### config.mk
export PLATFORM = sky130hd
export DESIGN_NAME = serial_trigger_detector_flat
export DESIGN_NICKNAME = d
export VERILOG_FILES = /design/src/rtl/serial_trigger_detector_pkg.sv /design/src/rtl/serial_trigger_detector_if.sv /design/src/rtl/serial_trigger_detector_shifter.sv /design/src/rtl/serial_trigger_detector.sv /design/src/flat_wrapper.sv
export SDC_FILE = /design/constraint.sdc
export NUM_CORES = 1
export LEC_CHECK = 0
export BUFFER_PORTS_ARGS = -buffer_cell sky130_fd_sc_hd__buf_2
export CORE_MARGIN = 1.5
export CORE_UTILIZATION = 60
export CTS_CLUSTER_SIZE = 40
export DETAILED_ROUTE_END_ITERATION = 10
export PLACE_DENSITY = 0.82
export SYNTH_ARGS = -nofsm -noshare
export SYNTH_HDL_FRONTEND = slang
export SYNTH_SLANG_ARGS = --single-unit
### constraint.sdc
create_clock -name clk -period 3.1 [get_ports clk]
set_input_delay 0.31 -clock clk [delete_from_list [all_inputs] [get_ports clk]]
set_output_delay 0.31 -clock clk [all_outputs]
set_load 0.005 [all_outputs]
### src/rtl/serial_trigger_detector_pkg.sv
// Shared types and helpers for the serial trigger detector.
// Holds the FSM state encoding, hit-counter sizing and the masked compare
// used by every pattern slot.
package trojan_det_pkg;

  typedef enum logic [1:0] {
    IDLE  = 2'd0,
    SHIFT = 2'd1,
    ALARM = 2'd2
  } det_state_t;

  localparam int HIT_W = 8;
  localparam logic [HIT_W-1:0] HIT_MAX = 8'd255;

  // Widest frame supported; narrower frames are zero-extended before compare.
  localparam int MAX_LEN = 64;

  // A slot matches when it is enabled and every cared-about bit agrees.
  function automatic logic masked_match(input logic [MAX_LEN-1:0] frame,
                                        input logic [MAX_LEN-1:0] pat,
                                        input logic [MAX_LEN-1:0] mask,
                                        input logic               vld);
    return vld && (((frame ^ pat) & mask) == '0);
  endfunction

endpackage

### src/rtl/serial_trigger_detector_if.sv
// Bus bundle for the serial trigger detector: serial input, pattern table
// write port, clear, and the monitor outputs.
// Optional macro TRIGGER_LOG_EN adds the log_frame/log_idx capture outputs.
interface serial_trigger_detector_if
  import trojan_det_pkg::*;
#(
  parameter int FRAME_LEN = 32,
  parameter int NUM_PAT   = 4
);
  localparam int IDX_W = (NUM_PAT > 1) ? $clog2(NUM_PAT) : 1;

  logic                 in_valid;
  logic                 in_bit;
  logic                 frame_sync;
  logic                 pat_wr_en;
  logic [IDX_W-1:0]     pat_wr_idx;
  logic [FRAME_LEN-1:0] pat_wr_data;
  logic [FRAME_LEN-1:0] pat_wr_mask;
  logic                 pat_wr_vld;
  logic                 clear;
  logic                 frame_done;
  logic [NUM_PAT-1:0]   match_vec;
  logic [HIT_W-1:0]     hit_count;
  logic                 out;
`ifdef TRIGGER_LOG_EN
  logic [FRAME_LEN-1:0] log_frame;
  logic [IDX_W-1:0]     log_idx;

  modport master (
    output in_valid, in_bit, frame_sync, pat_wr_en, pat_wr_idx,
           pat_wr_data, pat_wr_mask, pat_wr_vld, clear,
    input  frame_done, match_vec, hit_count, out, log_frame, log_idx
  );

  modport slave (
    input  in_valid, in_bit, frame_sync, pat_wr_en, pat_wr_idx,
           pat_wr_data, pat_wr_mask, pat_wr_vld, clear,
    output frame_done, match_vec, hit_count, out, log_frame, log_idx
  );
`else
  modport master (
    output in_valid, in_bit, frame_sync, pat_wr_en, pat_wr_idx,
           pat_wr_data, pat_wr_mask, pat_wr_vld, clear,
    input  frame_done, match_vec, hit_count, out
  );

  modport slave (
    input  in_valid, in_bit, frame_sync, pat_wr_en, pat_wr_idx,
           pat_wr_data, pat_wr_mask, pat_wr_vld, clear,
    output frame_done, match_vec, hit_count, out
  );
`endif

endinterface

### src/rtl/serial_trigger_detector_shifter.sv
// Frame assembler: shifts qualified bits MSB-first and flags the cycle in
// which the last bit of a frame arrives. frame_word already contains that
// incoming bit so the comparison can happen on the same edge.
module frame_shifter #(
  parameter int FRAME_LEN = 32
) (
  input  logic                 clk,
  input  logic                 reset,
  input  logic                 in_valid,
  input  logic                 in_bit,
  input  logic                 frame_sync,
  output logic [FRAME_LEN-1:0] frame_word,
  output logic                 frame_last
);
  localparam int CNT_W = $clog2(FRAME_LEN);
  localparam logic [CNT_W-1:0] LAST_BIT = CNT_W'(FRAME_LEN - 1);

  logic [FRAME_LEN-1:0] sreg;
  logic [CNT_W-1:0]     bcnt;

  assign frame_word = {sreg[FRAME_LEN-2:0], in_bit};
  assign frame_last = in_valid && !frame_sync && (bcnt == LAST_BIT);

  // Shift qualified bits; frame_sync drops the partial frame and its bit.
  always_ff @(posedge clk or negedge reset) begin
    if (!reset) begin
      sreg <= '0;
      bcnt <= '0;
    end else if (frame_sync) begin
      bcnt <= '0;
    end else if (in_valid) begin
      sreg <= frame_word;
      bcnt <= frame_last ? '0 : bcnt + 1'b1;
    end
  end

endmodule

### src/rtl/serial_trigger_detector.sv
// Serial trigger detector top: pattern table, per-slot masked compare,
// consecutive-hit counter, alarm FSM and optional trigger log.
// Optional macro TRIGGER_LOG_EN adds log_frame/log_idx, which record the
// frame that raised the alarm and its lowest matching slot.
module serial_trigger_detector
  import trojan_det_pkg::*;
#(
  parameter int FRAME_LEN    = 32,
  parameter int NUM_PAT      = 4,
  parameter int MATCH_THRESH = 3
) (
  input logic                     clk,
  input logic                     reset,
  serial_trigger_detector_if.slave bus
);
  localparam int IDX_W = (NUM_PAT > 1) ? $clog2(NUM_PAT) : 1;
  localparam logic [HIT_W-1:0] THRESH = HIT_W'(MATCH_THRESH);

  logic [FRAME_LEN-1:0] frame_word;
  logic                 frame_last;

  logic [FRAME_LEN-1:0] pat_tbl  [NUM_PAT];
  logic [FRAME_LEN-1:0] mask_tbl [NUM_PAT];
  logic [NUM_PAT-1:0]   vld_tbl;

  logic [NUM_PAT-1:0]   match_now;
  logic                 any_match;
  logic [HIT_W-1:0]     next_hit;
  logic                 alarm_set;

  logic                 frame_done_q;
  logic [NUM_PAT-1:0]   match_vec_q;
  logic [HIT_W-1:0]     hit_q;
  logic                 out_q;
  det_state_t           state;

  frame_shifter #(.FRAME_LEN(FRAME_LEN)) u_shifter (
    .clk        (clk),
    .reset      (reset),
    .in_valid   (bus.in_valid),
    .in_bit     (bus.in_bit),
    .frame_sync (bus.frame_sync),
    .frame_word (frame_word),
    .frame_last (frame_last)
  );

  // Pattern table writes land at the edge, so a same-cycle compare sees old contents.
  always_ff @(posedge clk or negedge reset) begin
    if (!reset) begin
      for (int k = 0; k < NUM_PAT; k++) begin
        pat_tbl[k]  <= '0;
        mask_tbl[k] <= '0;
      end
      vld_tbl <= '0;
    end else if (bus.pat_wr_en && (int'(bus.pat_wr_idx) < NUM_PAT)) begin
      pat_tbl[bus.pat_wr_idx]  <= bus.pat_wr_data;
      mask_tbl[bus.pat_wr_idx] <= bus.pat_wr_mask;
      vld_tbl[bus.pat_wr_idx]  <= bus.pat_wr_vld;
    end
  end

  // Compare the assembling word against every slot.
  always_comb begin
    match_now = '0;
    for (int k = 0; k < NUM_PAT; k++) begin
      match_now[k] = masked_match(MAX_LEN'(frame_word), MAX_LEN'(pat_tbl[k]),
                                  MAX_LEN'(mask_tbl[k]), vld_tbl[k]);
    end
  end

  assign any_match = |match_now;

  // Hit count a completion would produce: saturating increment or restart.
  always_comb begin
    next_hit = '0;
    if (any_match) begin
      next_hit = (hit_q == HIT_MAX) ? HIT_MAX : hit_q + 1'b1;
    end
  end

  assign alarm_set = frame_last && (next_hit >= THRESH);

  // Per-frame result registers; clear zeroes the counter even on a completion.
  always_ff @(posedge clk or negedge reset) begin
    if (!reset) begin
      frame_done_q <= 1'b0;
      match_vec_q  <= '0;
      hit_q        <= '0;
    end else begin
      frame_done_q <= frame_last;
      if (frame_last) begin
        match_vec_q <= match_now;
      end
      if (bus.clear) begin
        hit_q <= '0;
      end else if (frame_last) begin
        hit_q <= next_hit;
      end
    end
  end

  // Alarm FSM with registered sticky output; a set beats a same-cycle clear.
  always_ff @(posedge clk or negedge reset) begin
    if (!reset) begin
      state <= IDLE;
      out_q <= 1'b0;
    end else begin
      if (alarm_set) begin
        state <= ALARM;
        out_q <= 1'b1;
      end else begin
        case (state)
          IDLE: begin
            if (bus.in_valid) begin
              state <= SHIFT;
            end
          end
          SHIFT: begin
            state <= SHIFT;
          end
          ALARM: begin
            if (bus.clear) begin
              state <= SHIFT;
              out_q <= 1'b0;
            end
          end
          default: begin
            state <= IDLE;
            out_q <= 1'b0;
          end
        endcase
      end
    end
  end

  assign bus.frame_done = frame_done_q;
  assign bus.match_vec  = match_vec_q;
  assign bus.hit_count  = hit_q;
  assign bus.out        = out_q;

`ifdef TRIGGER_LOG_EN
  logic [IDX_W-1:0]     first_idx;
  logic [FRAME_LEN-1:0] log_frame_q;
  logic [IDX_W-1:0]     log_idx_q;

  // Lowest-numbered matching slot for the word being completed.
  always_comb begin
    first_idx = '0;
    for (int k = NUM_PAT - 1; k >= 0; k--) begin
      if (match_now[k]) begin
        first_idx = IDX_W'(k);
      end
    end
  end

  // Capture only the completion that raises the alarm; frozen while it stays up.
  always_ff @(posedge clk or negedge reset) begin
    if (!reset) begin
      log_frame_q <= '0;
      log_idx_q   <= '0;
    end else if (alarm_set && !out_q) begin
      log_frame_q <= frame_word;
      log_idx_q   <= first_idx;
    end
  end

  assign bus.log_frame = log_frame_q;
  assign bus.log_idx   = log_idx_q;
`endif

endmodule

### src/flat_wrapper.sv
// flat-port wrapper written by rule: the top's interface ports become plain ports
module serial_trigger_detector_flat import trojan_det_pkg::*;
#(
  parameter int FRAME_LEN    = 32,
  parameter int NUM_PAT      = 4,
  parameter int MATCH_THRESH = 3
)
  (clk, reset, bus_in_valid, bus_in_bit, bus_frame_sync, bus_pat_wr_en, bus_pat_wr_idx, bus_pat_wr_data, bus_pat_wr_mask, bus_pat_wr_vld, bus_clear, bus_frame_done, bus_match_vec, bus_hit_count, bus_out);
  serial_trigger_detector_if #(.FRAME_LEN(FRAME_LEN), .NUM_PAT(NUM_PAT)) bus_i ();
  input logic clk;
  input logic reset;
  input wire logic [$bits(bus_i.in_valid)-1:0] bus_in_valid;
  input wire logic [$bits(bus_i.in_bit)-1:0] bus_in_bit;
  input wire logic [$bits(bus_i.frame_sync)-1:0] bus_frame_sync;
  input wire logic [$bits(bus_i.pat_wr_en)-1:0] bus_pat_wr_en;
  input wire logic [$bits(bus_i.pat_wr_idx)-1:0] bus_pat_wr_idx;
  input wire logic [$bits(bus_i.pat_wr_data)-1:0] bus_pat_wr_data;
  input wire logic [$bits(bus_i.pat_wr_mask)-1:0] bus_pat_wr_mask;
  input wire logic [$bits(bus_i.pat_wr_vld)-1:0] bus_pat_wr_vld;
  input wire logic [$bits(bus_i.clear)-1:0] bus_clear;
  output wire logic [$bits(bus_i.frame_done)-1:0] bus_frame_done;
  output wire logic [$bits(bus_i.match_vec)-1:0] bus_match_vec;
  output wire logic [$bits(bus_i.hit_count)-1:0] bus_hit_count;
  output wire logic [$bits(bus_i.out)-1:0] bus_out;
  assign bus_i.in_valid = bus_in_valid;
  assign bus_i.in_bit = bus_in_bit;
  assign bus_i.frame_sync = bus_frame_sync;
  assign bus_i.pat_wr_en = bus_pat_wr_en;
  assign bus_i.pat_wr_idx = bus_pat_wr_idx;
  assign bus_i.pat_wr_data = bus_pat_wr_data;
  assign bus_i.pat_wr_mask = bus_pat_wr_mask;
  assign bus_i.pat_wr_vld = bus_pat_wr_vld;
  assign bus_i.clear = bus_clear;
  assign bus_frame_done = bus_i.frame_done;
  assign bus_match_vec = bus_i.match_vec;
  assign bus_hit_count = bus_i.hit_count;
  assign bus_out = bus_i.out;
  serial_trigger_detector #(.FRAME_LEN(FRAME_LEN), .NUM_PAT(NUM_PAT), .MATCH_THRESH(MATCH_THRESH)) u_core (.clk(clk), .reset(reset), .bus(bus_i));
endmodule
==> flow_metrics.tcl <==
set metrics [dict create \
    route.vias.total 9668 \
    timing.critical_path.fanout_max 21 \
    power_density_mw_per_mm2 704.6 \
    report.final.hold_viol_count 0 \
    timing.critical_path.to_type "flop" \
    finalCritPeriodShare_pct 70.51 \
    numClockSinks 312 \
    layout_cells_sized_above_1_pct 33.60 \
    worst_path_largest_cell_delay_ns 0.41 \
    remaining_drc_errors 0 \
    drt-vias-per-instance 6.127 \
    antenna_violating_nets_post_route 0 \
    synthesis.nets 1249 \
    total_of_cells_resized_after_clock_tree_synthesis 0 \
    holdCritPathClass "input pin to flop" \
    slew-limit-headroom_pct 31.05 \
    setup_viol 0 \
    max_clock_freq_mhz 457.5 \
    grt_util_all_layers_pct 31.01 \
    gp_congestion 0.9981 \
    antenna-diode-count 0 \
    postRouteWirelength_mm 37.39 \
    die_h_microns 157.8 \
    transition_time_at_the_pin_with_the_least_slew_margin_ns 1.034 \
    seqCellArea_sq_mm 0.007807 \
    numCtsBuffers 31 \
    start_util_pct 61.28 \
    switching_share_pct 30.30 \
    hpwlAfterDp_mm 26.28 \
    floorplan.die_area_sq_mm 0.02491 \
    final_max_slew_viol_count 0 \
    internal_dissipation_mw 7.860 \
    cts_max_level 1 \
    timing.setup.tns_ns 0 \
    yosys_most_used_dff "sky130_fd_sc_hd__dfrtp_1" \
    wire_length_of_the_first_global_routing_pass_mm 56.92 \
    timing.max_cap.violations 0 \
    syn-instance-count 1172 \
    min_period_ns 2.186 \
    critPathRequiredTime_ns 3.60 \
    synth_enable_flop_cells 0 \
    power.share.combinational_pct 20.3 \
    total_instance_count_after_detailed_placement 1522 \
    floorplan.io_pins 88 \
    power.switching_mw 3.417 \
    crit_path_top_delay_cell "sky130_fd_sc_hd__dfrtp_1" \
    finish.net_count 1315 \
    design.core.area_sq_mm 0.02347 \
    clock_latency_ns 0.56 \
    critPathArrivalTime_ns 2.68 \
    routedWlPerCell_microns 23.70 \
    grt_start_max_net_pins 96 \
    synthArstFlopShare_pct 100.0 \
    synth-warning-count 0 \
    leakagePower_nw 7.552 \
    syn-cell-area_sq_mm 0.01439 \
    fillCellCount 1697 \
    cts_root_buf "sky130_fd_sc_hd__clkbuf_16" \
    pwr-share-clk_pct 32.2 \
    rsz_0062_raised_after_global_routing "false" \
    first_global_vias 9519 \
    distinct_cell_type_count_after_synthesis 39 \
    run_status "finished, final reports clean" \
    syn_to_final_growth_pct 11.26 \
    instances_no_fill 1578 \
    numPortBuffers 87 \
    grt_antenna_before_repair 0 \
    critical_path.cell_chain "ha_1 > and3_1 > ha_1 > nand2_1 > buf_4 > inv_2 > and2_1 > a311oi_1 > o21a_1" \
    ys_ff_latch 312 \
    floorplan_die_width_microns 157.8 \
    skew_ns 0.009699 \
    power.share.sequential_pct 47.6 \
    placed_cell_area_sq_mm 0.01501 \
    path_class "flop to flop" \
    clkTransAtPathRegs_ns 0.06 \
    syn_avg_cell_area_sq_um 12.27 \
    path_common_cell "sky130_fd_sc_hd__ha_1" \
    path_delay_family "adder cells" \
    timing.critical_path.buf_inv 2 \
    drt_iter0_drc 900 \
    overflow 0 \
    seq_area_frac_synth_pct 54.28 \
    post-route-util_pct 68.19 \
    multiInputGateArea_sq_mm 0.006186 \
    stdcell_area_sq_mm 0.01601 \
    vdd.ir_drop.worst_mv 0.4591 \
    detail_route.first_pass.iterations 6 \
    num_rows 56 \
    cts_tree "yes" \
    cts_max_path_buffers 3 \
    worstSetupStartpointType "flop" \
]
-- worst register-to-register path: cells and delay by family (launching register included) --
kind                     cells  cell delay, ns
flip-flops                   1            0.41
AND/OR/NAND/NOR              3            0.46
buffers and inverters        2            0.34
AO/OA/AOI/OAI                2            0.44
adder cells (fa/ha/maj)      2            0.48
-- cell usage in the layout (no fill, tap or decap), types with 7 or more instances in the layout --
master / n
sky130_fd_sc_hd__clkinv_2: 8
sky130_fd_sc_hd__dfrtp_1: 312
sky130_fd_sc_hd__mux2_2: 261
sky130_fd_sc_hd__a21oi_1: 12
sky130_fd_sc_hd__nand3_1: 27
sky130_fd_sc_hd__buf_2: 86
sky130_fd_sc_hd__nand2_1: 193
sky130_fd_sc_hd__nor3_1: 9
sky130_fd_sc_hd__a22oi_1: 45
sky130_fd_sc_hd__clkbuf_8: 7
sky130_fd_sc_hd__buf_4: 9
sky130_fd_sc_hd__nand4_1: 30
sky130_fd_sc_hd__nor4_1: 11
sky130_fd_sc_hd__and3_1: 8
sky130_fd_sc_hd__xor2_1: 128
sky130_fd_sc_hd__clkbuf_16: 31
sky130_fd_sc_hd__o21ai_0: 8
-- power by group through the flow --
stage	Sequential, mW	Clock (mW)	Combinational (mW)
after global routing	5.43	3.81	2.44
after floorplan	5.15	0	1.59
final	5.36	3.63	2.28
after CTS	5.35	3.66	2.25
after global placement	5.37	0	2.18
after detailed placement	5.41	0	2.23
-- cells in the mapped netlist, types with 3 or more instances --
cell / count / area [sq um]
sky130_fd_sc_hd__dfrtp_1: 312 / 7807
sky130_fd_sc_hd__mux2_2: 261 / 2939
sky130_fd_sc_hd__nand2_1: 193 / 724.4
sky130_fd_sc_hd__xor2_1: 128 / 1121
sky130_fd_sc_hd__a22oi_1: 45 / 337.8
sky130_fd_sc_hd__buf_2: 44 / 220.2
sky130_fd_sc_hd__nand4_1: 30 / 187.7
sky130_fd_sc_hd__nand3_1: 28 / 140.1
sky130_fd_sc_hd__clkbuf_1: 15 / 56.30
sky130_fd_sc_hd__a21oi_1: 12 / 60.06
sky130_fd_sc_hd__nor4_1: 11 / 68.82
sky130_fd_sc_hd__buf_6: 10 / 112.6
sky130_fd_sc_hd__nor3_1: 9 / 45.04
sky130_fd_sc_hd__and3_1: 8 / 50.05
sky130_fd_sc_hd__o21ai_0: 8 / 40.04
sky130_fd_sc_hd__a22oi_2: 6 / 75.07
sky130_fd_sc_hd__nor2_1: 6 / 22.52
sky130_fd_sc_hd__inv_1: 5 / 18.77
sky130_fd_sc_hd__a222oi_1: 4 / 40.04
sky130_fd_sc_hd__nand3b_1: 4 / 30.03
sky130_fd_sc_hd__o21a_1: 4 / 30.03
sky130_fd_sc_hd__a311oi_1: 3 / 26.28
sky130_fd_sc_hd__a32o_1: 3 / 30.03
sky130_fd_sc_hd__ha_1: 3 / 37.54
-- metrics by stage --
stage	hold slack (ns)	setup slack (ns)	total power, mW
2_1_floorplan	0.01441	1.268	6.740
3_3_place_gp	0.3963	1.029	7.553
3_5_place_dp	0.3972	0.9516	7.633
4_1_cts	0.01082	0.9180	11.26
5_1_grt	0.02297	0.7519	11.68
6_report	0.01780	0.9142	11.28
-- repair_timing --
| item | CTS | global route |
|---|---|---|
| hold endpoints to repair | 93 | 0 |
| buffers inserted | 0 | 0 |
| hold buffers | 2 | 0 |
-- cells by family after synthesis --
family,share of synthesized area (%)
AOI/OAI and AO/OA,4.880
xor gates and xnor gates,7.915
adders and majority gates,0.2610
buffers and inverters,2.862
DFF,54.28
muxes,20.43
and+or+nand+nor,9.376
-- worst paths after layout --
check,start,endpoint,slack [ns],cells past startpoint
max in group asynchronous,reset,u_core.u_shifter.sreg[3],1.85,3
min,bus_pat_wr_mask[14],u_core.mask_tbl[110],0.02,2
max,u_core.u_shifter.bcnt[0],u_core.bus.hit_count[3],0.91,9
min in group asynchronous,reset,u_core.pat_tbl[23],0.35,2
max reg2reg,u_core.u_shifter.bcnt[0],u_core.bus.hit_count[3],0.91,9
min reg2reg,u_core.mask_tbl[110],u_core.mask_tbl[110],0.51,1
-- metal layers --
layer  vias up  GRT usage [%]  part of all wire, %  wire, microns
li1       4230              -                    -              -
met1      4970          43.32                   43          15890
met2       385          49.14                   46          17390
met3        83          5.393                  7.3           2738
met4         0          10.78                  3.7           1373
met5         -              0                    0              0
-- registers in the layout, indices dropped and copies added, names as in the netlist --
signal	cells
u_core.bus.out	1
u_core.vld_tbl	4
u_core.bus.hit_count	8
u_core.u_shifter.bcnt	5
u_core.bus.frame_done	1
u_core.bus.match_vec	4
u_core.state	2
u_core.pat_tbl	128
u_core.mask_tbl	128
u_core.u_shifter.sreg	31
-- area by class of cell --
type                            count  share of cell area, %
Timing Repair Buffer              102                  3.831
Clock inverter                     11                 0.5394
Sequential cell                   312                  48.78
Clock buffer                       43                  5.566
Multi-Input combinational cell    785                  38.65
Inverter                            6                 0.1407
Tap cell                          319                  2.494
(Power assumes the default switching activity.)
